<file path="config.mk">
export PLATFORM = sky130hd
export DESIGN_NAME = uart_rx_param
export DESIGN_NICKNAME = d
export VERILOG_FILES = /design/src/rtl/uart_pkg.sv /design/src/rtl/uart_rx_filter.sv /design/src/rtl/uart_rx_param.sv
export SDC_FILE = /design/constraint.sdc
export NUM_CORES = 1
export LEC_CHECK = 0
export CORE_MARGIN = 4
export CORE_UTILIZATION = 30
export CTS_BUF_LIST = sky130_fd_sc_hd__clkbuf_8
export CTS_CLUSTER_SIZE = 10
export DETAILED_ROUTE_END_ITERATION = 16
export PLACE_DENSITY = 0.52
export SYNTH_ARGS = -nofsm -noshare
export SYNTH_HDL_FRONTEND = slang
export SYNTH_SLANG_ARGS = --single-unit
</file>
<file path="constraint.sdc">
create_clock -name sysclk -period 5.4 [get_ports sysclk]
set_input_delay 0.54 -clock sysclk [delete_from_list [all_inputs] [get_ports sysclk]]
set_output_delay 0.54 -clock sysclk [all_outputs]
set_load 0.05 [all_outputs]
</file>
<file path="src/rtl/uart_pkg.sv">
`default_nettype none
// ============================================================================
// Module   : uart_pkg
// Brief    : Shared types and helpers for the parametrised UART receiver.
// Revision : 1.0  initial release
// ============================================================================
package uart_pkg;

  // Receiver frame-tracking states
  typedef enum logic [2:0] {
    ST_IDLE     = 3'd0,
    ST_START    = 3'd1,
    ST_DATA     = 3'd2,
    ST_PARITY   = 3'd3,
    ST_STOP     = 3'd4,
    ST_BRK_WAIT = 3'd5
  } rx_state_t;

  localparam int PARITY_NONE = 0;
  localparam int PARITY_ODD  = 1;
  localparam int PARITY_EVEN = 2;

  // Total bits on the wire for one frame: start + data + optional parity + stop
  function automatic int frame_bits(input int data_bits, input int parity_mode,
                                    input int stop_bits);
    return 1 + data_bits + ((parity_mode != PARITY_NONE) ? 1 : 0) + stop_bits;
  endfunction

endpackage
`default_nettype wire

</file>
<file path="src/rtl/uart_rx_filter.sv">
`default_nettype none
// ============================================================================
// Module   : uart_rx_filter
// Brief    : 2-FF synchroniser plus saturating up/down glitch filter, both
//            advanced on the oversampling tick.
// Revision : 1.0  initial release
// ============================================================================
module uart_rx_filter #(
  parameter int FILT_W = 2
) (
  input  logic sysclk,
  input  logic reset_n,
  input  logic baud_tick,
  input  logic rx,
  output logic rx_filt
);

  localparam logic [FILT_W-1:0] CNT_MAX = '1;

  logic [1:0]        r_sync;
  logic [FILT_W-1:0] r_cnt;

  // Bring the asynchronous line into the clock domain; reset to idle-high
  always_ff @(posedge sysclk or negedge reset_n) begin
    if (!reset_n) begin
      r_sync <= 2'b11;
    end else if (baud_tick) begin
      r_sync <= {r_sync[0], rx};
    end
  end

  // Saturating counter integrates the synchronised line level
  always_ff @(posedge sysclk or negedge reset_n) begin
    if (!reset_n) begin
      r_cnt <= CNT_MAX;
    end else if (baud_tick) begin
      if (r_sync[1] && (r_cnt != CNT_MAX)) begin
        r_cnt <= r_cnt + FILT_W'(1);
      end else if (!r_sync[1] && (r_cnt != '0)) begin
        r_cnt <= r_cnt - FILT_W'(1);
      end
    end
  end

  // Hysteresis: output flips only at the counter extremes
  always_ff @(posedge sysclk or negedge reset_n) begin
    if (!reset_n) begin
      rx_filt <= 1'b1;
    end else if (r_cnt == CNT_MAX) begin
      rx_filt <= 1'b1;
    end else if (r_cnt == '0) begin
      rx_filt <= 1'b0;
    end
  end

endmodule
`default_nettype wire

</file>
<file path="src/rtl/uart_rx_param.sv">
`default_nettype none
// ============================================================================
// Module   : uart_rx_param
// Brief    : Parametrised oversampling UART receiver with parity, framing and
//            break status, a valid/ready holding register and overrun pulse.
// Revision : 1.0  initial release
// ============================================================================
module uart_rx_param
  import uart_pkg::*;
#(
  parameter int DATA_BITS   = 8,
  parameter int OVERSAMPLE  = 16,
  parameter int PARITY_MODE = 0,
  parameter int STOP_BITS   = 1,
  parameter int FILT_W      = 2,
  parameter int WDOG_W      = 12
) (
  input  logic                 sysclk,
  input  logic                 reset_n,
  input  logic                 baud_tick,
  input  logic                 rx,
  output logic [DATA_BITS-1:0] data_out,
  output logic                 data_valid,
  input  logic                 data_ready,
  output logic                 parity_err,
  output logic                 framing_err,
  output logic                 break_det,
  output logic                 overrun
);

  // --------------------------------------------------------------------------
  // Elaboration-time parameter legality
  // --------------------------------------------------------------------------
  if (DATA_BITS < 5 || DATA_BITS > 9) begin : g_bad_data_bits
    $fatal(1, "uart_rx_param: DATA_BITS must be 5..9");
  end
  if (OVERSAMPLE < 8 || OVERSAMPLE > 32 || (OVERSAMPLE % 2) != 0) begin : g_bad_oversample
    $fatal(1, "uart_rx_param: OVERSAMPLE must be even, 8..32");
  end
  if (PARITY_MODE < PARITY_NONE || PARITY_MODE > PARITY_EVEN) begin : g_bad_parity
    $fatal(1, "uart_rx_param: PARITY_MODE must be 0, 1 or 2");
  end
  if (STOP_BITS < 1 || STOP_BITS > 2) begin : g_bad_stop
    $fatal(1, "uart_rx_param: STOP_BITS must be 1 or 2");
  end
  if (FILT_W < 1) begin : g_bad_filt
    $fatal(1, "uart_rx_param: FILT_W must be at least 1");
  end
  // The watchdog must never trip on a legitimate frame
  if (WDOG_W < 2 || WDOG_W > 31 ||
      frame_bits(DATA_BITS, PARITY_MODE, STOP_BITS) * OVERSAMPLE >= (1 << (WDOG_W - 1)))
  begin : g_bad_wdog
    $fatal(1, "uart_rx_param: WDOG_W too small for one frame, or out of range");
  end

  localparam int                SCNT_W      = $clog2(OVERSAMPLE);
  localparam logic [SCNT_W-1:0] SAMPLE_PT   = SCNT_W'(OVERSAMPLE / 2 - 1);
  localparam logic [SCNT_W-1:0] SAMPLE_LAST = SCNT_W'(OVERSAMPLE - 1);
  localparam logic [3:0]        LAST_DATA   = 4'(DATA_BITS - 1);
  localparam logic [3:0]        LAST_STOP   = 4'(STOP_BITS - 1);

  rx_state_t            r_state;
  logic [SCNT_W-1:0]    r_sample_cnt;
  logic [3:0]           r_bit_cnt;
  logic [DATA_BITS-1:0] r_shift;
  logic                 r_par_err;
  logic                 r_frm_err;
  logic                 r_brk;
  logic [WDOG_W-1:0]    r_wdog;

  logic w_rx_filt;
  logic w_sample;
  logic w_abort;
  logic w_last_stop;
  logic w_stop_frm;
  logic w_stop_brk;
  logic w_complete;

  uart_rx_filter #(
    .FILT_W (FILT_W)
  ) u_filter (
    .sysclk    (sysclk),
    .reset_n   (reset_n),
    .baud_tick (baud_tick),
    .rx        (rx),
    .rx_filt   (w_rx_filt)
  );

  assign w_sample    = baud_tick && (r_sample_cnt == SAMPLE_PT);
  assign w_abort     = r_wdog[WDOG_W-1];
  assign w_last_stop = (r_bit_cnt == LAST_STOP);
  // Status as it will stand once the current stop sample is absorbed
  assign w_stop_frm  = r_frm_err | ~w_rx_filt;
  assign w_stop_brk  = (r_bit_cnt == 4'd0) ? ((~|r_shift) & ~w_rx_filt) : r_brk;
  assign w_complete  = !w_abort && (r_state == ST_STOP) && w_sample && w_last_stop;

  // Bit-phase and watchdog counters run only while a frame is in progress
  always_ff @(posedge sysclk or negedge reset_n) begin
    if (!reset_n) begin
      r_sample_cnt <= '0;
      r_wdog       <= '0;
    end else if (r_state == ST_IDLE) begin
      r_sample_cnt <= '0;
      r_wdog       <= '0;
    end else if (baud_tick) begin
      r_sample_cnt <= (r_sample_cnt == SAMPLE_LAST) ? '0 : r_sample_cnt + SCNT_W'(1);
      r_wdog       <= r_wdog + WDOG_W'(1);
    end
  end

  // Frame state machine: samples each bit at its midpoint
  always_ff @(posedge sysclk or negedge reset_n) begin
    if (!reset_n) begin
      r_state   <= ST_IDLE;
      r_bit_cnt <= '0;
      r_shift   <= '0;
      r_par_err <= 1'b0;
      r_frm_err <= 1'b0;
      r_brk     <= 1'b0;
    end else if (w_abort) begin
      r_state <= ST_IDLE;
    end else if (baud_tick) begin
      case (r_state)
        ST_IDLE: begin
          if (!w_rx_filt) begin
            r_state   <= ST_START;
            r_bit_cnt <= '0;
            r_par_err <= 1'b0;
            r_frm_err <= 1'b0;
            r_brk     <= 1'b0;
          end
        end
        ST_START: begin
          if (w_sample) begin
            r_state <= w_rx_filt ? ST_IDLE : ST_DATA;
          end
        end
        ST_DATA: begin
          if (w_sample) begin
            r_shift <= {w_rx_filt, r_shift[DATA_BITS-1:1]};
            if (r_bit_cnt == LAST_DATA) begin
              r_bit_cnt <= '0;
              r_state   <= (PARITY_MODE != PARITY_NONE) ? ST_PARITY : ST_STOP;
            end else begin
              r_bit_cnt <= r_bit_cnt + 4'd1;
            end
          end
        end
        ST_PARITY: begin
          if (w_sample) begin
            // Error when the overall XOR disagrees with the selected sense
            r_par_err <= (^r_shift) ^ w_rx_filt ^ (PARITY_MODE == PARITY_ODD);
            r_state   <= ST_STOP;
          end
        end
        ST_STOP: begin
          if (w_sample) begin
            r_frm_err <= w_stop_frm;
            r_brk     <= w_stop_brk;
            if (w_last_stop) begin
              r_state <= w_stop_brk ? ST_BRK_WAIT : ST_IDLE;
            end else begin
              r_bit_cnt <= r_bit_cnt + 4'd1;
            end
          end
        end
        ST_BRK_WAIT: begin
          if (w_rx_filt) begin
            r_state <= ST_IDLE;
          end
        end
        default: r_state <= ST_IDLE;
      endcase
    end
  end

  // Output holding register with valid/ready handshake and overrun pulse
  always_ff @(posedge sysclk or negedge reset_n) begin
    if (!reset_n) begin
      data_out    <= '0;
      data_valid  <= 1'b0;
      parity_err  <= 1'b0;
      framing_err <= 1'b0;
      break_det   <= 1'b0;
      overrun     <= 1'b0;
    end else begin
      overrun <= 1'b0;
      if (w_complete) begin
        if (!data_valid || data_ready) begin
          data_out    <= r_shift;
          parity_err  <= r_par_err;
          framing_err <= w_stop_frm;
          break_det   <= w_stop_brk;
          data_valid  <= 1'b1;
        end else begin
          overrun <= 1'b1;
        end
      end else if (data_valid && data_ready) begin
        data_valid <= 1'b0;
      end
    end
  end

endmodule
`default_nettype wire
</file>
=== Word-level counts from Yosys, hierarchy flattened ===
Cells that the tools add are included.

* Flip-flop bits (word level): 52
* Bits in latches: 0
* Bits in writable memories: 0
* ROM bits: 0
* Input port bits: 5
* Output and inout bits: 13
* Logic and storage cells: 126
* Memories: 0

* Add/subtract/negate cells: 5
* $mul: 0
* Div/mod/pow operators: 0
* Magnitude comparators: 0
* Equal/unequal tests: 24
* Shift-type cells: 0
* Multiplexer cells: 41
* Bitwise operators: 5
* Reductions and logical operators: 34

{| class="wikitable"
|+ Operators with widths
! cell !! number
|-
| 3-bit 2-to-1 mux || 11
|-
| 4-bit 2-to-1 mux || 8
|-
| 12-bit 2-to-1 mux || 2
|-
| 3-bit != test, second input constant || 7
|-
| 3-bit case mux with 6 select lines || 1
|-
| 2-bit nonzero test || 8
|-
| 12-bit by 1-bit adder with 12-bit output, second input constant || 1
|-
| 1-bit 2-to-1 mux || 12
|-
| 2-bit != test, second input constant || 6
|-
| 4-bit case mux with 3 select lines || 1
|-
| 5-bit AND reduction || 2
|-
| 9-bit AND reduction || 1
|-
| 4-bit by 1-bit adder with 4-bit output, second input constant || 2
|-
| 4-bit by 3-bit equality test with 1-bit output, second input constant || 2
|-
| 8-bit OR reduction || 1
|-
| 8-bit parity || 1
|-
| 1-bit logical AND || 7
|-
| 7-bit AND reduction || 1
|-
| 3-bit by 2-bit equality test with 1-bit output, second input constant || 2
|-
| 3-bit equality test, second input constant || 2
|-
| 2-bit 2-to-1 mux || 3
|-
| 1-bit case mux with 2 select lines || 3
|-
| 2-bit AND reduction || 3
|-
| 4-bit equality test, second input constant || 1
|-
| other kinds (17) || 21
|}

=== Longest topological paths before layout ===
Gate-level depths: netlist (run 1).

* Word-level depth: 10
* Depth in mapped cells: 8
* Gate-level depth less buffers: 6

=== By module ===
Synthesis (run 1) repeated with hierarchy kept, for this count alone.

* Cells, all modules: 248
* Area, all modules: 2693.8 µm²

{| class="wikitable"
|+ By module, submodules not included
! module !! times used !! cells each !! area each (µm²) !! seq. area each (µm²)
|-
| uart_rx_param || 1 || 229 || 2442.3 || 1176.1
|-
| uart_rx_filter || 1 || 19 || 251.5 || 131.4
|}

=== Least setup slack after synthesis (run 1) ===
Ideal clock, no wire load.

* Kind: register to register
* Start: register r_bit_cnt[0]
* End: register data_out[1]
* Setup time: 0.125 ns
* Arrival: 1.755 ns
* Required time: 5.275 ns
* Setup slack: 3.520 ns
* Cell stages (with the launch flop): 9
* Path buffers: 2
* Clock period less this slack: 1.880 ns
* Cells stage by stage: dfrtp_1 > inv_1 > ha_1 > or3b_1 > buf_2 > nor4_2 > nand2_1 > buf_6 > mux2_4

* Cells in the longest elaborated chain, start to end: 3

{| class="wikitable"
|+ RTL lines
! element !! RTL line !! RTL
|-
| from (decl) || uart_rx_param.sv:64 || <nowiki>logic [3:0] r_bit_cnt;</nowiki>
|-
| from (signal assigned) || uart_rx_param.sv:145 || <nowiki>r_bit_cnt <= r_bit_cnt + 4'd1;</nowiki>
|-
| from (signal assigned) || uart_rx_param.sv:163 || <nowiki>r_bit_cnt <= r_bit_cnt + 4'd1;</nowiki>
|-
| 4-bit logical NOT || uart_rx_param.sv:91 || <nowiki>assign w_last_stop = (r_bit_cnt == LAST_STOP);</nowiki>
|-
| 1-bit logical AND || uart_rx_param.sv:95 || <nowiki>assign w_complete = !w_abort && (r_state == ST_STOP) && w_sample && w_last_stop;</nowiki>
|-
| 2-bit AND reduction (no source line) || n/a ||
|-
| to (signal assigned) || uart_rx_param.sv:190 || <nowiki>data_out <= r_shift;</nowiki>
|-
| to (decl) || uart_rx_param.sv:22 || <nowiki>output logic [DATA_BITS-1:0] data_out,</nowiki>
|}

Every way passes these cells.
A chain may end at the register's enable or synchronous reset.

=== Worst setup path in the final report (run 1) ===
* Start: input port baud_tick
* End: register data_out[7]

* Cells in the longest elaborated chain, start to end: 4

{| class="wikitable"
|+ RTL lines
! element !! RTL line !! RTL
|-
| from (decl) || uart_rx_param.sv:20 || <nowiki>input logic baud_tick,</nowiki>
|-
| 1-bit logical AND || uart_rx_param.sv:89 || <nowiki>assign w_sample = baud_tick && (r_sample_cnt == SAMPLE_PT);</nowiki>
|-
| 1-bit logical AND (2 in series) || uart_rx_param.sv:95 ||
|-
| 2-bit AND reduction (no source line) || n/a ||
|}

Every way passes these cells.

==> results_dict.tcl, run 1 <==
set metrics [dict create \
    n_fill_cell 876 \
    core-area_um2 8890 \
    drt_iter0_drc 39 \
    p_int_uw 671 \
    gp_congestion 0.826 \
    synth-seq-area-share_pct 47.0 \
    fin_crit_sh_pct 51.2 \
    synth_seq_cells 52 \
    syn_avg_cell_area_um2 10.5 \
    cts_tree "done" \
    fmax_mhz 362 \
    pwr-share-comb_pct 28.5 \
    max_slew_margin_pct 30.3 \
    syn_inst 266 \
    grt_pass1_wl_um 8940 \
    fin_crit_ns 2.76 \
    routed_via_density 4.86 \
    power.share.clock_pct 22.5 \
    chipHeight_um 104 \
    seqPwrFrac_pct 49.0 \
    die_w_um 104 \
    grt_start_max_net_pins 53 \
    critPathBufInv 1 \
    cp_cell_sequence "clkdlybuf4s50_1 -> nand4b_2 -> nor4_2 -> nand2_1 -> mux2_4" \
    multiInputGateArea_um2 1330 \
    worst_slack_ns 2.64 \
    hold_violations 0 \
    synth_edf_count 0 \
    worst_hold_path_type "primary input to asynchronous set/reset pin" \
    p_per_area_nw_per_um2 336 \
    cts_resized 0 \
    max-vdd-ir-drop_v 0.000141 \
    htreeDepth 2 \
    synth_ff_type "dfrtp_1" \
    drt.antenna.violating_nets 0 \
    reg2reg_depth 6 \
    mostFrequentLayoutCells "dfrtp_1 (47), nor2_1 (27), nand2_1 (22), inv_1 (18), clkdlybuf4s50_1 (16)" \
    area_growth_pct 11.7 \
    switchingPower_uw 374 \
    wl_per_cell_um 13.0 \
    hpwl_um 3530 \
    yosys_warnings 0 \
    clk_pin_slew_ns 0.11 \
    placed_area_um2 3010 \
    ys_async_sr_fraction_pct 100 \
    vias 1882 \
    antenna_found_initial 0 \
    cts_hold_buf 0 \
    max_slew.worst_pin.slew_ns 1.04 \
    routed_wl_um 5050 \
    rrSetupSlack_ns 3.04 \
    worstSetupPathType "primary input to flop" \
    firstDrtPassIters 4 \
    arrival_ns 2.97 \
    critPathSlowestCell "clkdlybuf4s50_1" \
    final_area_um2 3110 \
    synth_fp_nets 281 \
    syn_area_um2 2780 \
    clk-insertion-delay-late_ns 0.31 \
    die_area_um2 10900 \
    diodes 0 \
    endpoint_kind "flop" \
    cts_setup_buffers 0 \
    slew_violations 0 \
    final_common_cell "dfrtp_1" \
    initial_utilization_pct 31.3 \
    finClkSkew_ns 0.0116 \
    max-cap-violations 0 \
    p_leak_nw 1.42 \
    final_nets 293 \
    r2r-start "r_bit_cnt[0]$_DFFE_PN0P_" \
    cts_made_buffers 5 \
    cts_sinks 52 \
    cpLargestDelayFamily "simple AND/OR/NAND/NOR gates" \
    status "finished clean" \
    cts_root_buf "clkbuf_8" \
    drive_above_1_share_pct 13.3 \
    drc_errors 0 \
    grt_pass1_vias 1848 \
    fin_tns_setup_ns 0 \
    port_buffers 17 \
    final-setup-viol-count 0 \
    cp-start-kind "primary input" \
    rsz0062_at_grt "no" \
    critPathRequiredTime_ns 5.60 \
    final-seq-area_um2 1310 \
    rows 34 \
    cts_buffer_depth 2 \
    critPathMaxStageDelay_ns 0.94 \
    pin_count 18 \
    worstPathMaxFanout 19 \
    switching_share_pct 35.8 \
    r2r-end "data_out[7]$_DFFE_PN0P_" \
    gr-total-overflow 0 \
    pre_cts_ws_ns 2.27 \
    synth_cell_types 58 \
    grt_use_total_pct 9.78 \
]
-- state kept, by name, indices dropped and copies added, names as in the netlist --
signal            cells
data_out              8
u_filter.r_sync       2
overrun               1
r_wdog               12
data_valid            1
r_par_err             1
r_brk                 1
r_sample_cnt          4
u_filter.r_cnt        2
r_frm_err             1
break_det             1
u_filter.rx_filt      1
r_shift               8
parity_err            1
framing_err           1
r_state               3
r_bit_cnt             4
-- cells by family (layout without fill, tap and decap cells) --
family          count (synthesis)  count (layout)  share of synthesized area (%)
fa+ha+maj                      10              10                           4.49
mux                            21              21                           9.44
xor+xnor                       17              17                           5.84
flops                          52              52                           47.0
simple gates                   94              94                           18.1
buf+inv                        31              44                           5.21
compound gates                 41              41                           9.98
-- cell usage after synthesis (2+ instances only) --
library cell / n / area [um2]
and4_1: 2 / 17.5
a21oi_1: 9 / 45.0
mux2i_1: 6 / 60.1
nand4_1: 6 / 37.5
nand3_1: 6 / 30.0
buf_2: 5 / 25.0
a221o_1: 2 / 20.0
nor2b_1: 2 / 12.5
nand2b_1: 5 / 31.3
nor4_1: 2 / 12.5
dfrtp_1: 47 / 1180
o21ai_0: 5 / 25.0
a211o_1: 2 / 17.5
or4_1: 2 / 15.0
o21ai_1: 8 / 40.0
ha_1: 10 / 125
buf_4: 2 / 15.0
nand3b_1: 2 / 15.0
xnor2_1: 7 / 61.3
dfstp_2: 5 / 131
inv_1: 18 / 67.6
and3_1: 2 / 12.5
mux2_4: 9 / 135
xor2_1: 9 / 78.8
clkbuf_1: 4 / 15.0
a21o_1: 2 / 15.0
mux2_2: 6 / 67.6
nor2_1: 27 / 101
nand2_1: 22 / 82.6
buf_6: 2 / 22.5
nor3_1: 3 / 15.0
-- power groups by stage --
stage | clock network, mW | logic, mW | registers, mW
3_5_place_dp | 0 | 0.303 | 0.519
5_1_grt | 0.264 | 0.345 | 0.523
6_report | 0.235 | 0.298 | 0.512
4_1_cts | 0.246 | 0.305 | 0.511
2_1_floorplan | 0 | 0.277 | 0.484
3_3_place_gp | 0 | 0.300 | 0.517
-- layout make-up --
cell class                      instances  share of cell area, %
Timing Repair Buffer                   18                   5.55
Clock buffer                            5                   2.21
Tap cell                              108                   4.35
Sequential cell                        52                   42.1
Multi-Input combinational cell        183                   42.8
Clock inverter                          3                  0.845
Inverter                               18                   2.17
-- how the worst max path moves through the flow --
stage | end | cells after the start | slack [ns] | startpoint
2_1_floorplan | data_out[1]$_DFFE_PN0P_ | 8 | 3.52 | r_bit_cnt[0]$_DFFE_PN0P_
5_1_grt | parity_err$_DFFE_PN0P_ | 5 | 2.46 | baud_tick
3_5_place_dp | data_out[5]$_DFFE_PN0P_ | 5 | 2.27 | baud_tick
6_report | data_out[7]$_DFFE_PN0P_ | 5 | 2.64 | baud_tick
3_3_place_gp | data_out[5]$_DFFE_PN0P_ | 5 | 2.32 | baud_tick
4_1_cts | parity_err$_DFFE_PN0P_ | 5 | 2.61 | baud_tick
-- per-layer routing --
metal / wire, um / vias to the layer above / GRT usage (%)
met3: 171 / 2 / 2.30
met1: 2550 / 899 / 13.7
met4: 19 / 0 / 1.71
li1: - / 956 / -
met5: 0 / - / 0
met2: 2310 / 25 / 15.6
-- per-stage QoR --
| stage | util, % | hold WS [ns] | instances | power (mW) |
|---|---|---|---|---|
| 5_1_grt | 35.0 | 0.385 | 387 | 1.13 |
| 2_1_floorplan | - | 0.244 | 266 | 0.760 |
| 6_report | 35.0 | 0.328 | 387 | 1.04 |
| 3_3_place_gp | 33.9 | 0.491 | 379 | 0.817 |
| 3_5_place_dp | 33.9 | 0.490 | 379 | 0.822 |
| 4_1_cts | 35.0 | 0.368 | 387 | 1.06 |
Note: power is estimated with default switching activity, not from simulation.
==> inputs of run 2 (changes only) <==
--- a/config.mk
+++ b/config.mk
@@ -10,7 +10,7 @@
 export CTS_BUF_LIST = sky130_fd_sc_hd__clkbuf_8
 export CTS_CLUSTER_SIZE = 10
 export DETAILED_ROUTE_END_ITERATION = 16
-export PLACE_DENSITY = 0.52
+export PLACE_DENSITY = 0.54
 export SYNTH_ARGS = -nofsm -noshare
 export SYNTH_HDL_FRONTEND = slang
 export SYNTH_SLANG_ARGS = --single-unit
==> constraint.sdc (replaced) <==
create_clock -name sysclk -period 2.45 [get_ports sysclk]
set_input_delay 0.245 -clock sysclk [delete_from_list [all_inputs] [get_ports sysclk]]
set_output_delay 0.245 -clock sysclk [all_outputs]
set_load 0.05 [all_outputs]
==> run 2 against run 1 <==
Sequential power grew 120%. Final cell count grew 1.6%. Sequential share of layout area shrank 0.76 points. Critical path depth grew 2. Non-clock buffer count grew 6. Setup slack lost 2.3 ns. Worst hold slack lost 0.27 ns. Largest cell class unchanged. Largest power group unchanged.
==> results_dict.tcl, run 2 (synthesis gave the netlist of run 1 again) <==
set metrics [dict create \
    die_area_um2 10900 \
    cts_buffer_depth 2 \
    mostFrequentLayoutCells "dfrtp_1 (47), nor2_1 (27), nand2_1 (22), inv_1 (19), clkdlybuf4s50_1 (16)" \
    cts_root_buf "clkbuf_8" \
    core-area_um2 8890 \
    arrival_ns 2.30 \
    routed_wl_um 5090 \
    pin_count 18 \
    drt.antenna.violating_nets 0 \
    clk-insertion-delay-late_ns 0.31 \
    antenna_found_initial 0 \
    reg_top3 "r_wdog (12), data_out (8), r_shift (8)" \
    dp_cells 385 \
    hpwl_um 3620 \
    cp_cell_sequence "inv_1 -> ha_1 -> or3b_1 -> nor4_2 -> nand2_1 -> buf_4 -> mux2_4" \
    worstPathMaxFanout 11 \
    p_leak_nw 1.46 \
    max_slew.worst_pin.slew_ns 0.912 \
    cp-start-kind "flop" \
    max-vdd-ir-drop_v 0.000316 \
    pre_cts_ws_ns 0.325 \
    gr-total-overflow 0 \
    final_common_cell "dfrtp_1" \
    final_nets 299 \
    power.share.clock_pct 24.3 \
    critPathSlowestCell "or3b_1" \
    worst_hold_path_type "primary input to asynchronous set/reset pin" \
    cts_setup_buffers 0 \
    endpoint_kind "flop" \
    critPathBufInv 2 \
    cts_tree "done" \
    fmax_mhz 476 \
    grt_pass1_wl_um 9020 \
    rsz0062_at_grt "no" \
    status "finished clean" \
    initial_utilization_pct 31.3 \
    worst_slack_ns 0.347 \
    cts_sinks 52 \
    fin_tns_setup_ns 0 \
    vias 1883 \
    gp_congestion 0.789 \
    area_growth_pct 13.8 \
    seqPwrFrac_pct 47.1 \
    worstSetupPathType "flop to flop" \
    routed_via_density 4.79 \
    top_register "r_wdog" \
    wl_per_cell_um 12.9 \
    grt_start_max_net_pins 42 \
    final-setup-viol-count 0 \
    firstDrtPassIters 4 \
    cpLargestDelayFamily "simple AND/OR/NAND/NOR gates" \
    htreeDepth 2 \
    grt_pass1_vias 1913 \
    cts_resized 0 \
    grt_use_total_pct 10.0 \
    p_int_mw 1.59 \
    clk_pin_slew_ns 0.10 \
    chipHeight_um 104 \
    drt_iter0_drc 140 \
    max-cap-violations 0 \
    pwr-share-comb_pct 28.7 \
    instances_no_fill 393 \
    hold_violations 0 \
    largest_reg_flops 12 \
    cts_hold_buf 0 \
    critPathMaxStageDelay_ns 0.49 \
    switchingPower_uw 814 \
    finClkSkew_ns 0.0107 \
    cts_made_buffers 5 \
    slew_violations 0 \
    max_slew_margin_pct 39.2 \
    rows 34 \
    critPathRequiredTime_ns 2.64 \
    fin_crit_ns 2.10 \
    drive_above_1_share_pct 14.7 \
    drc_errors 0 \
    die_w_um 104 \
    diodes 0 \
    switching_share_pct 33.9 \
    fin_crit_sh_pct 85.8 \
    p_per_area_nw_per_um2 758 \
    port_buffers 17 \
]
-- run 2: power by group through the flow --
stage          clock [mW]  sequential, mW  combinational (mW)
4_1_cts             0.608            1.13               0.698
3_3_place_gp            0            1.14               0.684
5_1_grt             0.642            1.15               0.782
3_5_place_dp            0            1.15               0.697
2_1_floorplan           0            1.07               0.609
6_report            0.582            1.13               0.688
-- run 2: through the flow --
stage | util [%] | instance area [um2] | power [mW] | hold WS (ns)
global placement | 34.4 | 3060 | 1.83 | 0.431
detailed placement | 34.4 | 3060 | 1.84 | 0.447
global route | 35.6 | 3170 | 2.58 | 0.141
CTS | 35.6 | 3170 | 2.44 | 0.0980
finish | 35.6 | 3170 | 2.40 | 0.0581
floorplan | - | 2780 | 1.68 | -0.0506
-- run 2: layout make-up --
cell class	instances	area, um2
timing repair buffer	24	218
tap	108	135
multi-input combinational	183	1330
inverter	18	67.6
clock inverter	3	38.8
fill	900	5720
clock buffer	5	68.8
sequential	52	1310
-- run 2: metal layers --
metal / GRT usage [%] / wire length, um
met5: 0 / 0
met4: 3.42 / 41
met3: 2.23 / 205
met2: 15.8 / 2270
met1: 13.6 / 2570
-- run 2: path summary, 6_finish.rpt --
check	startpoint	endpoint	slack, ns	cells past startpoint
worst max register to register	r_bit_cnt[0]$_DFFE_PN0P_	parity_err$_DFFE_PN0P_	0.35	7
max in group asynchronous	reset_n	r_wdog[10]$_DFFE_PN0P_	1.72	2
worst min-delay path	reset_n	data_out[4]$_DFFE_PN0P_	0.06	1
worst min register to register	u_filter.r_cnt[1]$_DFFE_PN1P_	u_filter.r_cnt[1]$_DFFE_PN1P_	0.51	1
worst max-delay path	r_bit_cnt[0]$_DFFE_PN0P_	parity_err$_DFFE_PN0P_	0.35	7
min in group sysclk	u_filter.r_cnt[1]$_DFFE_PN1P_	u_filter.r_cnt[1]$_DFFE_PN1P_	0.51	1
-- run 2: worst reg2reg max path, stage by stage (launching register included) --
cell	delay, ns
dfrtp_1	0.43
inv_1	0.07
ha_1	0.19
or3b_1	0.49
nor4_2	0.21
nand2_1	0.08
buf_4	0.20
mux2_4	0.31
==> inputs of run 3 (changes only) <==
--- a/config.mk
+++ b/config.mk
@@ -10,7 +10,7 @@
 export CTS_BUF_LIST = sky130_fd_sc_hd__clkbuf_8
 export CTS_CLUSTER_SIZE = 10
 export DETAILED_ROUTE_END_ITERATION = 16
-export PLACE_DENSITY = 0.54
+export PLACE_DENSITY = 0.56
 export SYNTH_ARGS = -nofsm -noshare
 export SYNTH_HDL_FRONTEND = slang
 export SYNTH_SLANG_ARGS = --single-unit
==> run 3 against run 2 <==
Count of clock-buffer cells in the layout unchanged. Sequential share of layout area up 0.40 points. Via count shrank 0.74%. Clock skew is 0.0059 ns higher. Critical endpoint unchanged. Wire length is 1.6% lower. First-iteration DRC count down 21%. Fmax grew 1.1%. Global-route usage shrank 0.34 points.
==> results_dict.tcl, run 3 (synthesis gave the netlist of run 1 again) <==
set metrics [dict create \
    finClkSkew_ns 0.0165 \
    mostFrequentLayoutCells "dfrtp_1 (47), nor2_1 (27), nand2_1 (22), inv_1 (19), clkdlybuf4s50_1 (16)" \
    cts_setup_buffers 0 \
    clk_pin_slew_ns 0.10 \
    pre_cts_ws_ns 0.176 \
    critPathMaxStageDelay_ns 0.48 \
    grt_pass1_wl_um 8960 \
    htreeDepth 2 \
    slew_violations 0 \
    cts_hold_buf 0 \
    max_slew_margin_pct 56.2 \
    multiInputGateArea_um2 1330 \
    seqPwrFrac_pct 49.5 \
    status "finished clean" \
    reg_top3 "r_wdog (12), data_out (8), r_shift (8)" \
    worstSetupPathType "flop to flop" \
    power.share.clock_pct 20.8 \
    final_common_cell "dfrtp_1" \
    p_int_mw 1.48 \
    cts_root_buf "clkbuf_8" \
    pin_count 18 \
    pwr-share-comb_pct 29.7 \
    worst_hold_path_type "primary input to asynchronous set/reset pin" \
    rows 34 \
    area_growth_pct 12.7 \
    chipHeight_um 104 \
    whs_ns 0.0435 \
    final-setup-viol-count 0 \
    final-seq-area_um2 1310 \
    n_fill_cell 904 \
    grt_use_total_pct 9.70 \
    fin_crit_ns 2.08 \
    finalPower_mw 2.28 \
    largest_reg_flops 12 \
    diodes 0 \
    fin_tns_setup_ns 0 \
    cts_buffer_depth 2 \
    fin_crit_sh_pct 84.9 \
    top_register "r_wdog" \
    cp_cell_sequence "inv_1 -> ha_1 -> or3b_1 -> nor4_2 -> nand2_1 -> buf_4 -> mux2_4" \
    core-area_um2 8890 \
    drt.antenna.violating_nets 0 \
    critPathSlowestCell "or3b_1" \
    vias 1869 \
    hpwl_um 3480 \
    routed_via_density 4.77 \
    rsz0062_at_grt "no" \
    p_per_area_nw_per_um2 727 \
    cts_made_buffers 5 \
    hold_violations 0 \
    gr-total-overflow 0 \
    endpoint_kind "flop" \
    cts_sinks 52 \
    p_leak_nw 1.44 \
    grt_start_max_net_pins 53 \
    cp-start-kind "flop" \
    port_buffers 17 \
    critPathRequiredTime_ns 2.63 \
    antenna_found_initial 0 \
    routed_wl_um 5000 \
    die_w_um 104 \
    arrival_ns 2.26 \
    cts_resized 0 \
    die_area_um2 10900 \
    final_area_um2 3140 \
    drc_errors 0 \
    reg2reg_depth 7 \
    clk-insertion-delay-late_ns 0.30 \
    max_slew.worst_pin.slew_ns 0.657 \
    drt_iter0_drc 110 \
    switchingPower_uw 800 \
    max-vdd-ir-drop_v 0.000356 \
    initial_utilization_pct 31.3 \
    firstDrtPassIters 4 \
    wl_per_cell_um 12.8 \
    placed_area_um2 3050 \
    switching_share_pct 35.1 \
    final_nets 298 \
    drive_above_1_share_pct 14.4 \
    worstPathMaxFanout 11 \
    grt_pass1_vias 1864 \
    worst_slack_ns 0.370 \
    fmax_mhz 481 \
    max-cap-violations 0 \
    cts_tree "done" \
    gp_congestion 0.786 \
]
[run 3: cell type report]
class	count	area share, %
multi-input combinational	183	42.4
sequential	52	41.7
timing repair buffer	23	6.70
tap	108	4.31
clock buffer	5	2.19
inverter	18	2.15
clock inverter	3	0.519
[run 3: critical path, delay by kind of cell, from the launching register on]
kind / cells / cell delay (ns)
fa+ha+maj: 1 / 0.18
flops: 1 / 0.43
buf+inv: 2 / 0.27
mux: 1 / 0.31
simple gates: 3 / 0.78
[run 3: layer usage]
metal	wire length (um)	track usage [%]	share of wire [%]
met4	25	1.99	0.50
met1	2610	13.9	52
met5	0	0	0
met3	176	2.61	3.5
met2	2200	14.7	44
[run 3: power by group through the flow]
stage | clock network, mW | registers, mW | logic, mW
finish | 0.474 | 1.13 | 0.678
global route | 0.533 | 1.15 | 0.769
CTS | 0.502 | 1.13 | 0.687
detailed placement | 0 | 1.15 | 0.683
global placement | 0 | 1.14 | 0.675
floorplan | 0 | 1.07 | 0.609
[run 3: stage by stage]
stage | util (%) | instances
after floorplan | - | 266
after global placement | 34.3 | 384
after detailed placement | 34.3 | 384
after CTS | 35.3 | 392
after global routing | 35.3 | 392
final | 35.3 | 392
[run 3: worst paths after layout]
path	from	end	slack (ns)
worst max-delay path	r_bit_cnt[0]$_DFFE_PN0P_	parity_err$_DFFE_PN0P_	0.37
worst min-delay path	reset_n	data_out[4]$_DFFE_PN0P_	0.04
worst max register to register	r_bit_cnt[0]$_DFFE_PN0P_	parity_err$_DFFE_PN0P_	0.37
worst min register to register	u_filter.r_cnt[1]$_DFFE_PN1P_	u_filter.r_cnt[1]$_DFFE_PN1P_	0.51
max in group asynchronous	reset_n	r_state[0]$_DFFE_PN0P_	1.95
min in group sysclk	u_filter.r_cnt[1]$_DFFE_PN1P_	u_filter.r_cnt[1]$_DFFE_PN1P_	0.51
